`config.mk`:
```
export PLATFORM = sky130hd
export DESIGN_NAME = seq_magnitude_compare
export DESIGN_NICKNAME = d
export VERILOG_FILES = /design/src/rtl/seq_magnitude_compare.sv
export SDC_FILE = /design/constraint.sdc
export NUM_CORES = 1
export LEC_CHECK = 0
export CAP_MARGIN = 20
export CORE_MARGIN = 4
export CORE_UTILIZATION = 55
export CTS_CLUSTER_DIAMETER = 100
export DETAILED_ROUTE_END_ITERATION = 6
export PLACE_DENSITY = 0.81
export SLEW_MARGIN = 25
export SYNTH_ARGS = -nofsm -noshare
export SYNTH_HDL_FRONTEND = slang
export SYNTH_SLANG_ARGS = --single-unit
```
`constraint.sdc`:
```
create_clock -name clk -period 7.55 [get_ports clk]
set_input_delay 0.755 -clock clk [delete_from_list [all_inputs] [get_ports clk]]
set_output_delay 0.755 -clock clk [all_outputs]
set_load 0.01 [all_outputs]
```
`src/rtl/seq_magnitude_compare.sv`:
```
// Multi-cycle magnitude comparator. Operands are captured over a valid/ready
// handshake and compared one SLICE-bit slice per clock, most significant slice
// first. The result comes back as a one-hot lt/eq/gt over a second handshake.
module seq_magnitude_compare #(
  parameter int unsigned WIDTH      = 64,
  parameter int unsigned SLICE      = 16,
  parameter int unsigned EARLY_EXIT = 1
) (
  input  logic             clk,
  input  logic             rst_n,
  input  logic             in_valid,
  output logic             in_ready,
  input  logic [WIDTH-1:0] a,
  input  logic [WIDTH-1:0] b,
  input  logic             signed_mode,
  output logic             out_valid,
  input  logic             out_ready,
  output logic             lt,
  output logic             eq,
  output logic             gt,
  output logic             busy
);

  localparam int unsigned NSLICE = WIDTH / SLICE;
  localparam int unsigned IdxW   = (NSLICE > 1) ? $clog2(NSLICE) : 1;
  localparam logic [IdxW-1:0] TopIdx = IdxW'(NSLICE - 1);

  // Operands must split into whole slices.
  if (SLICE == 0 || (WIDTH % SLICE) != 0) begin : g_bad_params
    $error("seq_magnitude_compare: WIDTH must be a non-zero multiple of SLICE");
  end

  typedef enum logic [1:0] {
    StIdle,
    StCmp,
    StDone
  } state_e;

  state_e           state_q, state_d;
  logic [WIDTH-1:0] a_q, a_d;
  logic [WIDTH-1:0] b_q, b_d;
  logic             signed_q, signed_d;
  logic [IdxW-1:0]  idx_q, idx_d;
  logic             pend_q, pend_d;       // a differing slice has been seen
  logic             pend_lt_q, pend_lt_d; // verdict of that first differing slice
  logic             out_valid_q, out_valid_d;
  logic             lt_q, lt_d;
  logic             eq_q, eq_d;
  logic             gt_q, gt_d;

  logic [SLICE-1:0] slice_a;
  logic [SLICE-1:0] slice_b;
  logic             slice_ne;
  logic             slice_lt;
  logic             fin_diff;
  logic             fin_lt;

  // Slice under examination; the top slice in signed mode gets its sign bit
  // flipped so that a plain unsigned compare orders two's-complement values.
  always_comb begin
    slice_a = a_q[idx_q*SLICE +: SLICE];
    slice_b = b_q[idx_q*SLICE +: SLICE];
    if (signed_q && (idx_q == TopIdx)) begin
      slice_a[SLICE-1] = ~slice_a[SLICE-1];
      slice_b[SLICE-1] = ~slice_b[SLICE-1];
    end
    slice_ne = (slice_a != slice_b);
    slice_lt = (slice_a < slice_b);
  end

  // Final verdict when the last slice is reached: an earlier difference wins.
  always_comb begin
    fin_diff = pend_q | slice_ne;
    fin_lt   = pend_q ? pend_lt_q : slice_lt;
  end

  // Next-state logic for the handshake FSM and the datapath registers.
  always_comb begin
    state_d     = state_q;
    a_d         = a_q;
    b_d         = b_q;
    signed_d    = signed_q;
    idx_d       = idx_q;
    pend_d      = pend_q;
    pend_lt_d   = pend_lt_q;
    out_valid_d = out_valid_q;
    lt_d        = lt_q;
    eq_d        = eq_q;
    gt_d        = gt_q;

    unique case (state_q)
      StIdle: begin
        if (in_valid) begin
          a_d       = a;
          b_d       = b;
          signed_d  = signed_mode;
          idx_d     = TopIdx;
          pend_d    = 1'b0;
          pend_lt_d = 1'b0;
          state_d   = StCmp;
        end
      end

      StCmp: begin
        if ((EARLY_EXIT != 0) && slice_ne) begin
          lt_d        = slice_lt;
          gt_d        = ~slice_lt;
          eq_d        = 1'b0;
          out_valid_d = 1'b1;
          state_d     = StDone;
        end else begin
          // Only the first differing slice may set the pending verdict.
          if (slice_ne && !pend_q) begin
            pend_d    = 1'b1;
            pend_lt_d = slice_lt;
          end
          if (idx_q == '0) begin
            lt_d        = fin_diff & fin_lt;
            gt_d        = fin_diff & ~fin_lt;
            eq_d        = ~fin_diff;
            out_valid_d = 1'b1;
            state_d     = StDone;
          end else begin
            idx_d = idx_q - IdxW'(1);
          end
        end
      end

      StDone: begin
        if (out_ready) begin
          out_valid_d = 1'b0;
          lt_d        = 1'b0;
          eq_d        = 1'b0;
          gt_d        = 1'b0;
          state_d     = StIdle;
        end
      end

      default: begin
        state_d     = StIdle;
        out_valid_d = 1'b0;
        lt_d        = 1'b0;
        eq_d        = 1'b0;
        gt_d        = 1'b0;
      end
    endcase
  end

  // State and datapath registers; reset discards any in-flight compare.
  always_ff @(posedge clk or negedge rst_n) begin
    if (!rst_n) begin
      state_q     <= StIdle;
      a_q         <= '0;
      b_q         <= '0;
      signed_q    <= 1'b0;
      idx_q       <= TopIdx;
      pend_q      <= 1'b0;
      pend_lt_q   <= 1'b0;
      out_valid_q <= 1'b0;
      lt_q        <= 1'b0;
      eq_q        <= 1'b0;
      gt_q        <= 1'b0;
    end else begin
      state_q     <= state_d;
      a_q         <= a_d;
      b_q         <= b_d;
      signed_q    <= signed_d;
      idx_q       <= idx_d;
      pend_q      <= pend_d;
      pend_lt_q   <= pend_lt_d;
      out_valid_q <= out_valid_d;
      lt_q        <= lt_d;
      eq_q        <= eq_d;
      gt_q        <= gt_d;
    end
  end

  // Handshake and status outputs straight from the registers.
  always_comb begin
    in_ready  = (state_q == StIdle);
    busy      = (state_q != StIdle);
    out_valid = out_valid_q;
    lt        = lt_q;
    eq        = eq_q;
    gt        = gt_q;
  end

endmodule
```
==> out/results.md, run 1 <==
| Metric | Reported |
| --- | --- |
| Routed met2 length | 7670 µm |
| Nature of the critical path endpoint | register |
| Wire length per cell | 20.7 µm |
| Cell breakdown of the critical path | buf_4 -> mux4_2 -> ha_1 -> and4_1 -> nand4_2 -> o41ai_2 -> nand2_1 -> o31ai_1 |
| Depth of the CTS H-tree | 4 |
| Top sig layer | met4 |
| Number of antenna repair diodes | 0 |
| Die outline width | 118 µm |
| Buffers & Inverters on Critical Path | 1 |
| Global placer's final weighted congestion | 0.797 |
| Clock Tree Root | sky130_fd_sc_hd__clkbuf_16 |
| Total Routed Length | 14600 µm |
| Remaining max-slew budget at the tightest pin | 37.5% |
| Via count | 3969 |
| Maximum Capacitance Violations | 0 |
| FF+latch count, synth | 139 |
| Total count of max-transition violations in the final report | 0 |
| Number of CTS-inserted buffers | 17 |
| Fin crit share | 46.3% |
| TritonCTS clock tree | yes |
| First-pass GRT wire length | 23700 µm |
| Clock-pin slew reported for the worst setup and hold paths after clock tree synthesis | 0.06 ns |
| Nets | 704 |
| Post-route DRC violation count | 0 |
| Area grow syn2layout | 31.7% |
| Final hold violation count | 0 |
| Largest buffer count on any clock path | 2 |
| Top flip-flop cell by instance count after synthesis | sky130_fd_sc_hd__dfrtp_1 |
| Mean instance size in the synthesized netlist | 16.1 µm² |
| Post-synth EDFFs | 0 |
| Fraction of final layout cells sized beyond drive strength 1 | 31.9% |
| Cell Count, Final, Fillers Out | 708 |
| Post-route core utilization | 75.5% |
| WP data arrival | 3.83 ns |
| Max Freq | 0.286 GHz |
| Number of antenna violations at the first check in global routing | 0 |
| Metal-1 WL | 6070 µm |
| Total Routing Usage GR | 22.2% |
| Unrepaired setup endpoints after global routing | no |
| Clk_lat worst skew | 0.42 ns |
| Delay contributed by the slowest stage of the critical path | 0.86 ns |
| Leak Pwr | 0.00385 µW |
| Post-DP HPWL | 10100 µm |
| Post-synth ARST share | 100% |
| Number of cells upsized or downsized after cts | 0 |
| Die ar. | 13900 µm² |
| DRT antenna net count | 0 |
| Largest net degree at the start of global routing | 88 |
| Sequential element share of the synthesized area | 52.2% |
| CP startpoint kind | register |
| Iteration-0 DRC count of the detailed router | 188 |
| Hold_buf cts | 0 |
| Area taken by multi-input logic gates | 2950 µm² |
| Worst IR drop on VDD | 0.000238 V |
| Placeable core region | 11600 µm² |
| Required @ worst endpoint | 7.88 ns |
| Initial standard-cell utilization of the core | 57.4% |
| Area used by sequential logic in the layout | 3480 µm² |
| Total negative setup slack | 0 ns |
| Filler instances | 747 |
| Total number of clock tree sinks | 139 |
| Final global-route overflow total | 0 |
| Placed Cells | 677 |
| Slew at the pin closest to its max-slew limit | 0.938 ns |
| Height of the die | 118 µm |
| Dominant delay contributor by cell family on the critical path | flip-flops |
| Total power divided by cell area | 392 nW/µm² |
| Run status | completed |
| Vias in the first global route | 4613 |
| Setup Skew | 0.00486 ns |
| Syn. warnings | 0 |
| Cell at the slowest stage of the critical path | sky130_fd_sc_hd__dfstp_2 |
| Number of top-level pins | 139 |
| Combined area of all synthesized cells | 6660 µm² |
| Post-synth cell types | 38 |
| Final worst path period need | 3.50 ns |
| Most frequent cells in the layout | sky130_fd_sc_hd__dfrtp_1, sky130_fd_sc_hd__clkdlybuf4s50_1, sky130_fd_sc_hd__mux2_4, sky130_fd_sc_hd__mux2_2, sky130_fd_sc_hd__mux4_2 |
| Critical path peak fanout | 20 |
| Number of setup violations in the final report | 0 |
| Number of input and output port buffers inserted | 138 |
| Site Rows | 39 |
| Critical Setup Path Class | reg2reg |
| Class of the tightest hold or removal check | in2async |
| Count of mapped cells out of synthesis | 415 |
| First-pass detailed-route iteration total | 4 |
| Average vias per placed instance | 5.61 |
| Total met3 wirelength after detailed routing | 730 µm |
| Setup fix buffers added after clock tree synthesis | 0 |
| Net count after synthesis | 566 |
==> worst reg2reg max path: stages, from the launching register on <==
cell	delay, ns
sky130_fd_sc_hd__dfstp_2	0.86
sky130_fd_sc_hd__buf_4	0.48
sky130_fd_sc_hd__mux4_2	0.57
sky130_fd_sc_hd__ha_1	0.31
sky130_fd_sc_hd__and4_1	0.27
sky130_fd_sc_hd__nand4_2	0.20
sky130_fd_sc_hd__o41ai_2	0.50
sky130_fd_sc_hd__nand2_1	0.12
sky130_fd_sc_hd__o31ai_1	0.08
==> synthesized netlist by cell type (2+ instances only) <==
master | number | area [µm²]
sky130_fd_sc_hd__a21o_1 | 3 | 22.5
sky130_fd_sc_hd__a21oi_1 | 10 | 50.1
sky130_fd_sc_hd__and4_1 | 2 | 17.5
sky130_fd_sc_hd__buf_2 | 11 | 55.1
sky130_fd_sc_hd__buf_6 | 8 | 90.1
sky130_fd_sc_hd__clkbuf_1 | 3 | 11.3
sky130_fd_sc_hd__dfrtp_1 | 137 | 3430
sky130_fd_sc_hd__dfstp_2 | 2 | 52.6
sky130_fd_sc_hd__ha_1 | 18 | 225
sky130_fd_sc_hd__inv_1 | 20 | 75.1
sky130_fd_sc_hd__mux2_1 | 21 | 236
sky130_fd_sc_hd__mux2_2 | 53 | 597
sky130_fd_sc_hd__mux2_4 | 55 | 826
sky130_fd_sc_hd__mux4_2 | 32 | 721
sky130_fd_sc_hd__nand2_1 | 9 | 33.8
sky130_fd_sc_hd__nand2b_1 | 2 | 12.5
sky130_fd_sc_hd__nor2_1 | 2 | 7.51
sky130_fd_sc_hd__nor2b_1 | 2 | 12.5
sky130_fd_sc_hd__nor3_1 | 3 | 15.0
sky130_fd_sc_hd__o21ai_1 | 2 | 10.0
sky130_fd_sc_hd__o31ai_1 | 2 | 15.0
sky130_fd_sc_hd__or2_1 | 2 | 12.5
==> cell families after synthesis <==
logic type / synth area share [%]
buf+inv: 3.53
xor+xnor: 0.263
fa+ha+maj: 3.38
compound gates: 2.48
mux: 35.7
simple gates: 2.40
flops: 52.2
==> report_power, final <==
group          total, µW  switching, µW  internal, µW
Clock                918            300           618
Sequential          1320            207          1110
Combinational       1200            442           762
Total               3440            949          2490
==> stage by stage <==
stage	power [µW]	instance area (µm²)	hold WS (ns)	setup WS, ns
6_report	3440	8770	0.274	4.05
5_1_grt	3640	8770	0.303	3.76
4_1_cts	3470	8770	0.282	4.00
3_3_place_gp	2450	8090	0.465	4.05
2_1_floorplan	2180	6660	0.452	4.58
3_5_place_dp	2520	8120	0.474	4.02
==> routing by layer <==
layer | global-route usage [%] | vias up
met1 | 27.3 | 2063
met4 | 7.33 | 0
met3 | 6.82 | 14
met5 | 0 | -
met2 | 37.6 | 90
li1 | - | 1802
==> worst paths after layout <==
kind / start / endpoint / slack [ns] / cells past startpoint
max: idx_q[0] / gt / 4.05 / 8
min: rst_n / a_q[5] / 0.27 / 1
max reg2reg: idx_q[0] / gt / 4.05 / 8
min reg2reg: b_q[42] / b_q[42] / 0.49 / 1
max in group asynchronous: rst_n / b_q[40] / 6.13 / 2
min in group clk: b_q[42] / b_q[42] / 0.49 / 1
==> area by class of cell <==
| cell class | count | area share, % |
|---|---|---|
| multi-input cells | 233 | 33.6 |
| clock inverters | 7 | 1.83 |
| well taps | 143 | 2.04 |
| flip-flops and latches | 139 | 39.7 |
| inverters | 20 | 0.856 |
| repair buffers | 142 | 16.4 |
| clock buffers | 24 | 5.60 |
==> sequential cells by signal, indices dropped and copies added, names as in the netlist <==
name and cells:
lt 1, a_q 64, pend_lt_q 1, pend_q 1, gt 1, out_valid 1, state_q 2, eq 1
b_q 64, idx_q 2, signed_q 1
(Power assumes the default switching activity.)
==> run 2, diff against run 1 <==
CORE_UTILIZATION = 47   (was 55)
PLACE_DENSITY = 0.73   (was 0.81)
clock period = 2.9 ns   (was 7.55 ns; I/O delays follow)
==> out/results.md, run 2 (synthesized netlist as in run 1, its figures left out) <==
| Metric | Reported | vs previous |
| --- | --- | --- |
| Cell at the slowest stage of the critical path | sky130_fd_sc_hd__dfstp_2 | unchanged |
| First-pass detailed-route iteration total | 4 | unchanged |
| Largest buffer count on any clock path | 2 | unchanged |
| Area grow syn2layout | 37.8% | was 31.7% |
| DRT antenna net count | 0 | unchanged |
| Initial standard-cell utilization of the core | 48.0% | was 57.4% |
| Die outline width | 127 µm | was 118 µm |
| Final hold violation count | 0 | unchanged |
| End point of the worst hold path | b_q[49] |  |
| Number of CTS-inserted buffers | 17 | unchanged |
| WP data arrival | 3.16 ns | was 3.83 ns |
| Delay contributed by the slowest stage of the critical path | 0.59 ns | was 0.86 ns |
| Total power divided by cell area | 1000 nW/µm² | was 392 nW/µm² |
| Global placer's final weighted congestion | 0.820 | was 0.797 |
| Number of input and output port buffers inserted | 138 | unchanged |
| Worst min-delay path startpoint | b[49] |  |
| Number of cells on the critical path | 9 | was 8 |
| Nets | 724 | was 704 |
| Height of the die | 127 µm | was 118 µm |
| Total count of max-transition violations in the final report | 0 | unchanged |
| Cells on Worst Hold Path | 2 |  |
| Clk_lat worst skew | 0.42 ns | about the same |
| Leak Pwr | 0.00400 µW | was 0.00385 µW |
| RR Startpoint | idx_q[0] | unchanged |
| Worst reg2reg path endpoint | gt | unchanged |
| CP startpoint kind | register | unchanged |
| Number of antenna repair diodes | 0 | unchanged |
| Buffers & Inverters on Critical Path | 2 | was 1 |
| Total Routed Length | 14800 µm | was 14600 µm |
| R2R cell count | 9 | was 8 |
| Clock Tree Root | sky130_fd_sc_hd__clkbuf_16 | unchanged |
| Worst-case setup slack after placement | -0.104 ns | was 4.02 ns |
| Dominant delay contributor by cell family on the critical path | simple AND/OR/NAND/NOR gates | was flip-flops |
| Placeable core region | 13900 µm² | was 11600 µm² |
| Fraction of final layout cells sized beyond drive strength 1 | 35.8% | was 31.9% |
| Run status | completed | unchanged |
| Post-DP HPWL | 10700 µm | was 10100 µm |
| Wire length per cell | 19.3 µm | was 20.7 µm |
| Slew at the pin closest to its max-slew limit | 0.842 ns | was 0.938 ns |
| Via count | 4009 | was 3969 |
| Total design power | 9190 µW | was 3440 µW |
| Site Rows | 43 | was 39 |
| Minimum setup slack in the final design | 0.0287 ns | was 4.05 ns |
| Fin crit share | 99.0% | was 46.3% |
| Total number of clock tree sinks | 139 | unchanged |
| Depth of the CTS H-tree | 4 | unchanged |
| Vias in the first global route | 4530 | was 4613 |
| Cell breakdown of the critical path | buf_12 -> buf_4 -> mux4_2 -> ha_1 -> and3_1 -> nand4_4 -> or2_4 -> o21bai_4 -> o31ai_1 | was buf_4 -> mux4_2 -> ha_1 -> and4_1 -> nand4_2 -> o41ai_2 -> nand2_1 -> o31ai_1 |
| Required @ worst endpoint | 3.19 ns | was 7.88 ns |
| Regs by FF count | a_q: 64 flops, b_q: 64 flops | unchanged |
| Clock-pin slew reported for the worst setup and hold paths after clock tree synthesis | 0.06 ns | about the same |
| Total Routing Usage GR | 19.2% | was 22.2% |
| Final global-route overflow total | 0 | unchanged |
| Most frequent cells in the layout | sky130_fd_sc_hd__dfrtp_1, sky130_fd_sc_hd__clkdlybuf4s50_1, sky130_fd_sc_hd__mux2_4, sky130_fd_sc_hd__mux2_2, sky130_fd_sc_hd__mux4_2 | unchanged |
| Nature of the critical path endpoint | register | unchanged |
| Worst setup slack for register-to-register paths | 0.03 ns | was 4.05 ns |
| Critical Setup Path Class | reg2reg | unchanged |
| Critical path peak fanout | 8 | was 20 |
| Die ar. | 16100 µm² | was 13900 µm² |
| Iteration-0 DRC count of the detailed router | 170 | was 188 |
| Class of the tightest hold or removal check | in2reg | was in2async |
| Unrepaired setup endpoints after global routing | yes | was no |
| Worst hold slack after final layout | 0.473 ns | was 0.274 ns |
| Number of antenna violations at the first check in global routing | 0 | unchanged |
| Max Freq | 0.348 GHz | was 0.286 GHz |
| Worst IR drop on VDD | 0.000532 V | was 0.000238 V |
| Largest net degree at the start of global routing | 92 | was 88 |
| First-pass GRT wire length | 23700 µm | about the same |
| Maximum Capacitance Violations | 0 | unchanged |
| Average vias per placed instance | 5.23 | was 5.61 |
| Post-route DRC violation count | 0 | unchanged |
| TritonCTS clock tree | yes | unchanged |
| Setup Skew | 0.00850 ns | was 0.00486 ns |
| Number of setup violations in the final report | 0 | unchanged |
| Number of top-level pins | 139 | unchanged |
| Remaining max-slew budget at the tightest pin | 43.8% | was 37.5% |
| Final worst path period need | 2.87 ns | was 3.50 ns |
==> run 2: cell count changes in the layout (fill, tap and decap cells not counted), moves of 2 or more <==
cell,delta
sky130_fd_sc_hd__clkbuf_1,-2
sky130_fd_sc_hd__buf_12,+9
sky130_fd_sc_hd__a21oi_1,-3
sky130_fd_sc_hd__and4_1,-2
sky130_fd_sc_hd__clkinvlp_4,+3
sky130_fd_sc_hd__and4_4,+2
sky130_fd_sc_hd__a21oi_2,+3
sky130_fd_sc_hd__buf_4,+9
==> run 2: power by group <==
part           switching (µW)  internal, µW
Sequential                535          2900
Combinational            1210          2130
Clock                     797          1620
==> run 2: worst register-to-register path: stages (launching register included) <==
cell and delay [ns]:
sky130_fd_sc_hd__dfstp_2 0.59, sky130_fd_sc_hd__buf_12 0.17, sky130_fd_sc_hd__buf_4 0.13, sky130_fd_sc_hd__mux4_2 0.52, sky130_fd_sc_hd__ha_1 0.32, sky130_fd_sc_hd__and3_1 0.23
sky130_fd_sc_hd__nand4_4 0.18, sky130_fd_sc_hd__or2_4 0.31, sky130_fd_sc_hd__o21bai_4 0.20, sky130_fd_sc_hd__o31ai_1 0.12
==> run 2: worst max path at each step <==
stage | end | startpoint | slack [ns]
after CTS | eq | idx_q[0] | 0.02
final | gt | idx_q[0] | 0.03
after detailed placement | gt | idx_q[0] | -0.10
after global routing | gt | idx_q[0] | -0.04
after floorplan | gt | idx_q[0] | 0.02
after global placement | gt | idx_q[0] | 0.02
==> run 2: routing by layer <==
layer	vias up	GRT usage, %	wire, µm
met5	-	0	0
met4	0	6.94	303
met2	90	33.3	7820
met1	2055	23.1	6060
met3	19	5.14	616
li1	1845	-	-
==> run 2: final cells by class <==
class | instances | area [µm²]
clock inverters | 10 | 186
repair buffers | 162 | 1710
clock buffers | 22 | 484
multi-input cells | 233 | 3020
well taps | 180 | 225
inverters | 20 | 75.1
fillers | 997 | 4700
flip-flops and latches | 139 | 3480
==> run 2: stage by stage <==
step / instances / setup TNS, ns / util (%) / cell area (µm²)
2_1_floorplan: 415 / 0 / - / 6670
3_3_place_gp: 725 / 0 / 60.0 / 8330
3_5_place_dp: 725 / -0.432 / 60.0 / 8330
4_1_cts: 763 / 0 / 65.7 / 9110
5_1_grt: 766 / -0.126 / 66.1 / 9180
6_report: 766 / 0 / 66.1 / 9180
==> run 2: timing repair <==
action	CTS	global route
pin swaps	0	7
gates cloned	1	0
buffers inserted	4	3
hold buffers	1	0
hold endpoints to repair	51	0
resized for setup	6	11
setup endpoints to repair	6	7
